$ cat config.mk
export PLATFORM = sky130hd
export DESIGN_NAME = lsu
export DESIGN_NICKNAME = d
export VERILOG_FILES = /design/src/rtl/lsu_pkg.sv /design/src/rtl/lsu_load_ext.sv /design/src/rtl/lsu.sv
export SDC_FILE = /design/constraint.sdc
export NUM_CORES = 1
export LEC_CHECK = 0
export BUFFER_PORTS_ARGS = -buffer_cell sky130_fd_sc_hd__clkbuf_2
export CORE_ASPECT_RATIO = 0.8
export CORE_MARGIN = 1.5
export CORE_UTILIZATION = 35
export CTS_BUF_LIST = sky130_fd_sc_hd__clkbuf_8 sky130_fd_sc_hd__clkbuf_16
export CTS_CLUSTER_SIZE = 24
export DETAILED_ROUTE_END_ITERATION = 8
export PLACE_DENSITY = 0.61
export SYNTH_ARGS = -nofsm -noshare
export SYNTH_HDL_FRONTEND = slang
export SYNTH_SLANG_ARGS = --single-unit
$ cat constraint.sdc
create_clock -name clk -period 3.92 [get_ports clk]
set_clock_uncertainty 0.2 [all_clocks]
set_input_delay 0.196 -clock clk [delete_from_list [all_inputs] [get_ports clk]]
set_output_delay 0.196 -clock clk [all_outputs]
set_load 0.02 [all_outputs]
$ cat src/rtl/lsu_pkg.sv
// Shared constants and store-lane helpers for the load/store unit.
// Access-size encodings follow RV32I funct3; state encodings are fixed.
package lsu_pkg;

    typedef enum logic [1:0] {
        ST_IDLE = 2'b00,
        ST_REQ  = 2'b01,
        ST_DONE = 2'b10
    } lsu_state_e;

    localparam logic [2:0] OP_B  = 3'b000;
    localparam logic [2:0] OP_H  = 3'b001;
    localparam logic [2:0] OP_W  = 3'b010;
    localparam logic [2:0] OP_BU = 3'b100;
    localparam logic [2:0] OP_HU = 3'b101;

    localparam logic [1:0] SZ_B = 2'b00;
    localparam logic [1:0] SZ_H = 2'b01;
    localparam logic [1:0] SZ_W = 2'b10;

    localparam logic [3:0] STRB_B = 4'b0001;
    localparam logic [3:0] STRB_H = 4'b0011;
    localparam logic [3:0] STRB_W = 4'b1111;

    function automatic logic is_misaligned(input logic [2:0] op, input logic [1:0] off);
        logic m;
        case (op[1:0])
            SZ_H:    m = off[0];
            SZ_W:    m = (off != 2'b00);
            default: m = 1'b0;
        endcase
        return m;
    endfunction

    function automatic logic [3:0] store_strb(input logic [2:0] op, input logic [1:0] off);
        logic [3:0] s;
        case (op[1:0])
            SZ_B:    s = STRB_B << off;
            SZ_H:    s = STRB_H << {off[1], 1'b0};
            default: s = STRB_W;
        endcase
        return s;
    endfunction

    function automatic logic [31:0] store_data(input logic [2:0] op, input logic [31:0] d);
        logic [31:0] w;
        case (op[1:0])
            SZ_B:    w = {4{d[7:0]}};
            SZ_H:    w = {2{d[15:0]}};
            default: w = d;
        endcase
        return w;
    endfunction

endpackage

$ cat src/rtl/lsu_load_ext.sv
// Combinational load extraction: picks the addressed byte/half out of the
// bus word and sign- or zero-extends it to 32 bits.
module load_ext
    import lsu_pkg::*;
(
    input  logic [1:0]  offset,
    input  logic [2:0]  mem_op,
    input  logic [31:0] word,
    output logic [31:0] data
);

    logic [7:0]  byte_sel_s;
    logic [15:0] half_sel_s;

    // Lane selection by byte offset within the word
    always_comb begin
        byte_sel_s = 8'h00;
        case (offset)
            2'b00:   byte_sel_s = word[7:0];
            2'b01:   byte_sel_s = word[15:8];
            2'b10:   byte_sel_s = word[23:16];
            2'b11:   byte_sel_s = word[31:24];
            default: byte_sel_s = 8'h00;
        endcase
        if (offset[1]) begin
            half_sel_s = word[31:16];
        end else begin
            half_sel_s = word[15:0];
        end
    end

    // Extension according to the access type
    always_comb begin
        data = word;
        case (mem_op)
            OP_B:    data = {{24{byte_sel_s[7]}}, byte_sel_s};
            OP_H:    data = {{16{half_sel_s[15]}}, half_sel_s};
            OP_BU:   data = {24'h000000, byte_sel_s};
            OP_HU:   data = {16'h0000, half_sel_s};
            OP_W:    data = word;
            default: data = word;
        endcase
    end

endmodule

$ cat src/rtl/lsu.sv
// Load/store unit: one outstanding data-bus access, stalls the core until
// completion, and aborts with a bus_err pulse if no ack arrives in time.
module lsu
    import lsu_pkg::*;
#(
    parameter int unsigned TIMEOUT_CYCLES = 255
) (
    input  logic        clk,
    input  logic        rst_n,
    input  logic [31:0] alu_c,
    input  logic [31:0] rD2,
    input  logic        mem_re,
    input  logic        mem_we,
    input  logic [2:0]  mem_op,
    output logic        dbus_req,
    output logic        dbus_we,
    output logic [31:0] dbus_addr,
    output logic [3:0]  dbus_wstrb,
    output logic [31:0] dbus_wdata,
    input  logic [31:0] dbus_rdata,
    input  logic        dbus_ack,
    output logic [31:0] rdata,
    output logic        stall,
    output logic        misalign,
    output logic        bus_err
);

    localparam int CNT_W = (TIMEOUT_CYCLES > 1) ? $clog2(TIMEOUT_CYCLES) : 1;
    localparam logic [CNT_W-1:0] CNT_LIMIT = CNT_W'(TIMEOUT_CYCLES - 1);

    lsu_state_e       state_r, next_state_s;
    logic [CNT_W-1:0] cnt_r;
    logic [1:0]       off_r;
    logic [2:0]       op_r;
    logic             dbus_req_r, dbus_we_r, bus_err_r;
    logic [31:0]      dbus_addr_r, dbus_wdata_r, rdata_r, ext_s;
    logic [3:0]       dbus_wstrb_r;
    logic             access_s, is_store_s, start_s, timeout_s;

    // Both request lines high is treated as a load
    assign access_s   = mem_re | mem_we;
    assign is_store_s = mem_we & ~mem_re;
    assign misalign   = access_s & is_misaligned(mem_op, alu_c[1:0]);
    assign start_s    = (state_r == ST_IDLE) & access_s & ~misalign;
    assign stall      = start_s | (state_r == ST_REQ);

    load_ext u_load_ext (
        .offset (off_r),
        .mem_op (op_r),
        .word   (dbus_rdata),
        .data   (ext_s)
    );

    // Next-state logic; ack takes priority over the timeout
    always_comb begin
        next_state_s = state_r;
        timeout_s    = 1'b0;
        case (state_r)
            ST_IDLE: begin
                if (start_s) begin
                    next_state_s = ST_REQ;
                end else begin
                    next_state_s = ST_IDLE;
                end
            end
            ST_REQ: begin
                if (dbus_ack) begin
                    next_state_s = ST_DONE;
                end else if (cnt_r == CNT_LIMIT) begin
                    next_state_s = ST_DONE;
                    timeout_s    = 1'b1;
                end else begin
                    next_state_s = ST_REQ;
                end
            end
            ST_DONE: next_state_s = ST_IDLE;
            default: next_state_s = ST_IDLE;
        endcase
    end

    // State register
    always_ff @(posedge clk or negedge rst_n) begin
        if (!rst_n) begin
            state_r <= ST_IDLE;
        end else begin
            state_r <= next_state_s;
        end
    end

    // Request latching, wait counter, load capture and error pulse
    always_ff @(posedge clk or negedge rst_n) begin
        if (!rst_n) begin
            cnt_r        <= '0;
            off_r        <= 2'b00;
            op_r         <= 3'b000;
            dbus_req_r   <= 1'b0;
            dbus_we_r    <= 1'b0;
            dbus_addr_r  <= 32'h0000_0000;
            dbus_wstrb_r <= 4'b0000;
            dbus_wdata_r <= 32'h0000_0000;
            rdata_r      <= 32'h0000_0000;
            bus_err_r    <= 1'b0;
        end else begin
            bus_err_r <= timeout_s;
            case (state_r)
                ST_IDLE: begin
                    if (start_s) begin
                        cnt_r        <= '0;
                        off_r        <= alu_c[1:0];
                        op_r         <= mem_op;
                        dbus_req_r   <= 1'b1;
                        dbus_we_r    <= is_store_s;
                        dbus_addr_r  <= {alu_c[31:2], 2'b00};
                        dbus_wstrb_r <= is_store_s ? store_strb(mem_op, alu_c[1:0]) : 4'b0000;
                        dbus_wdata_r <= store_data(mem_op, rD2);
                    end
                end
                ST_REQ: begin
                    if (dbus_ack || timeout_s) begin
                        dbus_req_r   <= 1'b0;
                        dbus_we_r    <= 1'b0;
                        dbus_wstrb_r <= 4'b0000;
                        if (timeout_s) begin
                            rdata_r <= 32'h0000_0000;
                        end else if (!dbus_we_r) begin
                            rdata_r <= ext_s;
                        end
                    end else begin
                        cnt_r <= cnt_r + CNT_W'(1'b1);
                    end
                end
                ST_DONE: cnt_r <= '0;
                default: cnt_r <= '0;
            endcase
        end
    end

    assign dbus_req   = dbus_req_r;
    assign dbus_we    = dbus_we_r;
    assign dbus_addr  = dbus_addr_r;
    assign dbus_wstrb = dbus_wstrb_r;
    assign dbus_wdata = dbus_wdata_r;
    assign rdata      = rdata_r;
    assign bus_err    = bus_err_r;

endmodule

==> results.yml, run 1 <==
run_status:
  status: "completed"
min_path:
  timing.hold.worst_endpoint: "off_r[0]$_DFFE_PN0P_"
  worstHoldPathCells: 3
  min_from: "alu_c[0]"
  hp-class: "in2reg"
final_layout:
  final_common_cell: "clkbuf_2"
  diodes: 0
  multi_input_area_um2: 2330
  final_area_um2: 8390
  syn_to_final_growth_pct: 53.4
  layout_common_cells: "205 x clkbuf_2, 116 x dfrtp_1, 107 x dlygate4sd3_1, 56 x o21ai_0, 43 x nand2_1"
  nFillCells: 1292
  regArea_um2: 2900
  final_nets: 908
  layout-drive-gt1-share_pct: 35.6
cts:
  clock_latency_ns: 0.40
  cts_made_buffers: 17
  cts_tree: "done"
  cts_resized: 0
  cts.path.max_buffers: 2
  cts_htree_levels: 4
  post-cts-setup-buffers: 0
  clkTransAtPathRegs_ns: 0.06
  hold_buffers: 107
  root_buffer: "clkbuf_16"
  clock_sink_count: 116
floorplanning:
  initial_utilization_pct: 36.1
  chipWidth_um: 143
  coreArea_um2: 15200
  die-area_um2: 16400
  rows: 40
  io_pins: 209
  die_y_um: 115
grt:
  grt_usage_pct: 20.4
  grt_overflow_total: 0
  grt_pass1_vias: 5296
  grt_pass1_wl_um: 26200
  antenna_found_initial: 0
  grt_max_degree: 117
setup_path:
  reg2reg_slack_ns: 1.43
  worstPathRequired_ns: 3.99
  crit_path_start_kind: "input port"
  crit_fanout: 22
  critPathKind: "in2reg"
  crit_arrival_ns: 3.10
  cp-end-kind: "flop"
  rr_startpoint: "off_r[1]$_DFFE_PN0P_"
  ff2ff_path_depth: 4
  timing.rr.end: "rdata[8]$_DFFE_PN0P_"
sta:
  period_minus_slack_ns: 3.03
  whs_ns: 0.0172
  drv_slew: 0
  relSlewSlack_pct: 34.9
  max_freq_mhz: 330
  worst_pin_slew_ns: 0.972
  final-hold-violation-count: 0
  grt_setup_unrepaired: "no"
  finalSetupViolations: 0
  period_share_pct: 77.3
  setup_ws_ns: 0.888
  finalSetupTns_ns: 0
detailed_routing:
  drt_iter0_drc: 268
  routed_wl_um: 16600
  ant_nets: 0
  drc_errors: 0
  viasPerCell: 5.06
  vias: 5167
  post_drt_wl_per_cell_um: 16.2
  drt_first_pass_iters: 4
yosys:
  synth.distinct_cells: 53
  synth_flop_cell: "dfrtp_1"
  synthArstFlopShare_pct: 100
  syn_avg_cell_area_um2: 11.0
  syn-cell-area_um2: 5470
  ys_ff_latch: 116
  synth-edff-count: 0
  synth_seq_area_share_pct: 53.1
  synth_cells: 495
  ys_warn_count: 0
power:
  finalPower_mw: 6.57
  p_leak_nw: 3.99
  powerDensity_nw_per_um2: 784
  vdd_drop_max_v: 0.000416
job:
  maxCapViolCount: 0
place:
  place_congestion: 0.846
  dpl_worst_slack_ns: 1.38
  hpwl_um: 11000
  portBuffers: 206
  dpl_cell_area_um2: 6630
how the worst max path moves through the flow:
stage	startpoint	slack [ns]	cells past startpoint	endpoint
after floorplan	cnt_r[0]$_DFFE_PN0P_	2.01	7	rdata[22]$_DFFE_PN0P_
after global placement	mem_op[1]	1.48	8	dbus_addr[15]$_DFFE_PN0P_
after detailed placement	mem_op[1]	1.38	8	dbus_addr[19]$_DFFE_PN0P_
after CTS	mem_op[0]	0.97	8	dbus_wdata[18]$_DFFE_PN0P_
after global routing	mem_op[0]	0.69	8	dbus_wdata[18]$_DFFE_PN0P_
final	mem_op[0]	0.89	8	dbus_wdata[18]$_DFFE_PN0P_
sequential cells by signal, indices dropped and copies added, names as in the netlist:
| name | count |
|---|---|
| dbus_wdata | 32 |
| rdata | 32 |
| dbus_addr | 30 |
| cnt_r | 8 |
| dbus_wstrb | 4 |
| op_r | 3 |
| off_r | 2 |
| state_r | 2 |
| bus_err | 1 |
| dbus_req | 1 |
| dbus_we | 1 |
final cells by class:
cell class,instances,area share [%]
inverter,15,0.671
sequential,116,34.6
timing repair buffer,318,25.7
clock inverter,10,2.40
tap,210,3.13
clock buffer,21,5.73
multi-input combinational,331,27.8
power breakdown:
group	internal [mW]	switching, mW	leakage, nW
Combinational	1.07	1.56	2.23
Sequential	1.74	0.419	1.42
Clock	1.25	0.536	0.336
Total	4.06	2.51	3.99
cells by family after synthesis:
kind of cell | after synthesis | synth area share (%)
AO/OA/AOI/OAI | 168 | 20.8
adder cells (fa/ha/maj) | 5 | 1.14
buffers and inverters | 49 | 4.46
flip-flops | 116 | 53.1
multiplexers | 53 | 10.9
other | 1 | 0.0686
AND/OR/NAND/NOR | 103 | 9.61
critical path, cell delays in order:
cell	delay [ns]
dlygate4sd3_1	0.53
clkbuf_2	0.12
inv_1	0.07
ha_1	0.44
nor2_2	0.81
mux2i_1	0.28
dlygate4sd3_1	0.57
o21ai_0	0.09
stage by stage:
step | utilization (%) | cells
floorplan | - | 496
global placement | 43.7 | 883
detailed placement | 43.7 | 883
CTS | 55.3 | 1021
global route | 55.3 | 1021
finish | 55.3 | 1021
synth_stat cells, drive strengths merged (7+ instances only):
library cell / number / area share, %
dfrtp: 116 / 53
o2bb2ai: 10 / 1.6
nand2: 43 / 3.0
a221o: 17 / 3.1
clkbuf: 12 / 0.82
a22o: 10 / 1.6
a22oi: 8 / 1.1
o21ai: 56 / 5.1
inv: 15 / 1.0
nor2b: 11 / 1.3
buf: 22 / 2.6
mux2: 41 / 8.4
a31oi: 9 / 1.0
mux2i: 11 / 2.0
a21oi: 26 / 2.4
nor2: 15 / 1.1
or3: 7 / 0.80
routing by layer:
metal / vias to the layer above / global-route usage, % / routed length [um]
met5: - / 0 / 0
met4: 0 / 5.98 / 155
met3: 12 / 6.25 / 1380
met2: 224 / 34.5 / 7810
met1: 2498 / 25.4 / 7230
li1: 2433 / - / -
(Power assumes the default switching activity.)
==> run 2, diff against run 1 <==
PLACE_DENSITY = 0.64   (was 0.61)
clock period = 2.5 ns   (was 3.92 ns; I/O delays follow)
==> run 2 against run 1 <==
  * Utilization grew 0.99 points
  * Critical endpoint is now dbus_we$_DFFE_PN0P_
  * Clock power grew 48%
  * Cell count grew 2.1%
  * Critical path depth shrank 1
  * Critical path type is now reg2reg
  * Clock-buffer cell count is the same
  * Cell area grew 1.8%
  * Sequential power grew 53%
  * First-iteration DRC count grew 96%
  * Largest power group unchanged
  * Non-clock buffer count grew 17
  * Hold slack gained 0.062 ns
  * Largest cell class unchanged
  * Register-to-register slack lost 1.3 ns
==> results.yml, run 2 (synthesized netlist as in run 1, its figures left out) <==
run_status:
  status: "completed"
final_layout:
  layout_common_cells: "205 x clkbuf_2, 117 x dlygate4sd3_1, 116 x dfrtp_1, 56 x o21ai_0, 43 x nand2_1"
  final_cells: 1042
  syn_to_final_growth_pct: 56.1
  layout-drive-gt1-share_pct: 35.8
  final_common_cell: "clkbuf_2"
  final_core_util_pct: 56.3
  final_nets: 925
sta:
  max_freq_mhz: 421
  final-hold-violation-count: 0
  finalSetupViolations: 0
  relSlewSlack_pct: 33.6
  drv_slew: 0
  finalSetupTns_ns: 0
  worst_pin_slew_ns: 0.995
  period_share_pct: 95.1
  period_minus_slack_ns: 2.38
  grt_setup_unrepaired: "no"
setup_path:
  cp_top_family: "compound AO/OA/AOI/OAI gates"
  worstPathRequired_ns: 2.64
  worst-path-buf-inv: 2
  cp-end-kind: "flop"
  timing.rr.end: "dbus_we$_DFFE_PN0P_"
  slowest_stage: "dlygate4sd3_1"
  crit_arrival_ns: 2.52
  crit_fanout: 6
  crit_path_start_kind: "flop"
  ff2ff_path_depth: 7
  critPathKind: "reg2reg"
  rr_startpoint: "cnt_r[0]$_DFFE_PN0P_"
  startpoint: "cnt_r[0]$_DFFE_PN0P_"
  reg2reg_slack_ns: 0.12
  path_cells: "inv_1, ha_1, and3_1, a21oi_1, o21ai_0, a21oi_1, dlygate4sd3_1"
  crit_top_cell: "a21oi_1"
  crit_path_max_incr_delay_ns: 0.55
grt:
  antenna_found_initial: 0
  grt_usage_pct: 21.2
  grt_pass1_vias: 5264
  grt_max_degree: 91
  grt_pass1_wl_um: 26600
  grt_overflow_total: 0
cts:
  clock_sink_count: 116
  root_buffer: "clkbuf_16"
  cts_htree_levels: 4
  cts_made_buffers: 17
  post-cts-setup-buffers: 0
  clock_latency_ns: 0.41
  cts_tree: "done"
  clkTransAtPathRegs_ns: 0.06
  cts.path.max_buffers: 2
place:
  portBuffers: 206
  place_congestion: 0.851
  hpwl_um: 11600
  place_inst: 890
min_path:
  hp-class: "in2async"
power:
  p_leak_nw: 4.06
  swShare_pct: 39.0
  vdd_drop_max_v: 0.000669
  clock_power_share_pct: 25.8
  power_frac_seq_pct: 32.3
  powerDensity_nw_per_um2: 1200
  power.internal_mw: 6.26
  netSwitchingPower_mw: 4.00
  pwr-share-comb_pct: 41.9
detailed_routing:
  post_drt_wl_per_cell_um: 16.7
  ant_nets: 0
  vias: 5343
  drc_errors: 0
  routed_wl_um: 17400
  drt_first_pass_iters: 5
  drt_iter0_drc: 524
  viasPerCell: 5.13
floorplanning:
  io_pins: 209
  coreArea_um2: 15200
  rows: 40
  chipWidth_um: 143
  initial_utilization_pct: 36.1
  die_y_um: 115
  die-area_um2: 16400
job:
  maxCapViolCount: 0
run 2: routing by layer:
layer	GRT usage, %	vias to the layer above	wire length [um]
met5	0	-	0
met4	9.21	0	338
met3	6.16	31	1310
met2	34.7	251	8250
met1	26.5	2570	7500
li1	-	2491	-
run 2: power by group through the flow:
stage | Combinational [mW] | Sequential [mW] | Clock (mW)
floorplan | 1.85 | 4.14 | 0
global placement | 4.03 | 3.28 | 0
detailed placement | 4.12 | 3.32 | 0
CTS | 4.29 | 3.30 | 2.69
global route | 4.63 | 3.41 | 2.79
finish | 4.30 | 3.31 | 2.65
run 2: timing repair:
item | in CTS | in global routing
gates resized for setup | 0 | 1
hold buffers | 117 | 0
endpoints found under the hold margin | 144 | 0
endpoints found under the setup margin | 0 | 18
run 2: how the worst max path moves through the flow:
stage,endpoint,slack (ns),cells past startpoint
global route,dbus_we$_DFFE_PN0P_,0.0009,7
CTS,dbus_we$_DFFE_PN0P_,0.15,7
global placement,rdata[20]$_DFFE_PN0P_,0.24,6
floorplan,rdata[22]$_DFFE_PN0P_,0.59,7
detailed placement,rdata[24]$_DFFE_PN0P_,0.16,6
finish,dbus_we$_DFFE_PN0P_,0.12,7
run 2: cell type report:
cell class | instances | area, um^2
timing repair buffer | 335 | 2320
tap | 210 | 263
multi-input combinational | 331 | 2340
clock buffer | 21 | 480
clock inverter | 11 | 171
antenna | 3 | 7.51
sequential | 116 | 2900
fill | 1252 | 6630
inverter | 15 | 56.3
run 2: per-stage QoR:
stage | cell area (um^2) | setup WS, ns | hold WS [ns] | total power [mW]
after global placement | 6700 | 0.244 | -0.0369 | 7.30
after detailed placement | 6700 | 0.163 | -0.0312 | 7.44
final | 8540 | 0.123 | 0.0787 | 10.3
after CTS | 8520 | 0.151 | 0.0719 | 10.3
after floorplan | 5470 | 0.592 | -0.371 | 5.99
after global routing | 8530 | 0.000907 | 0.118 | 10.8
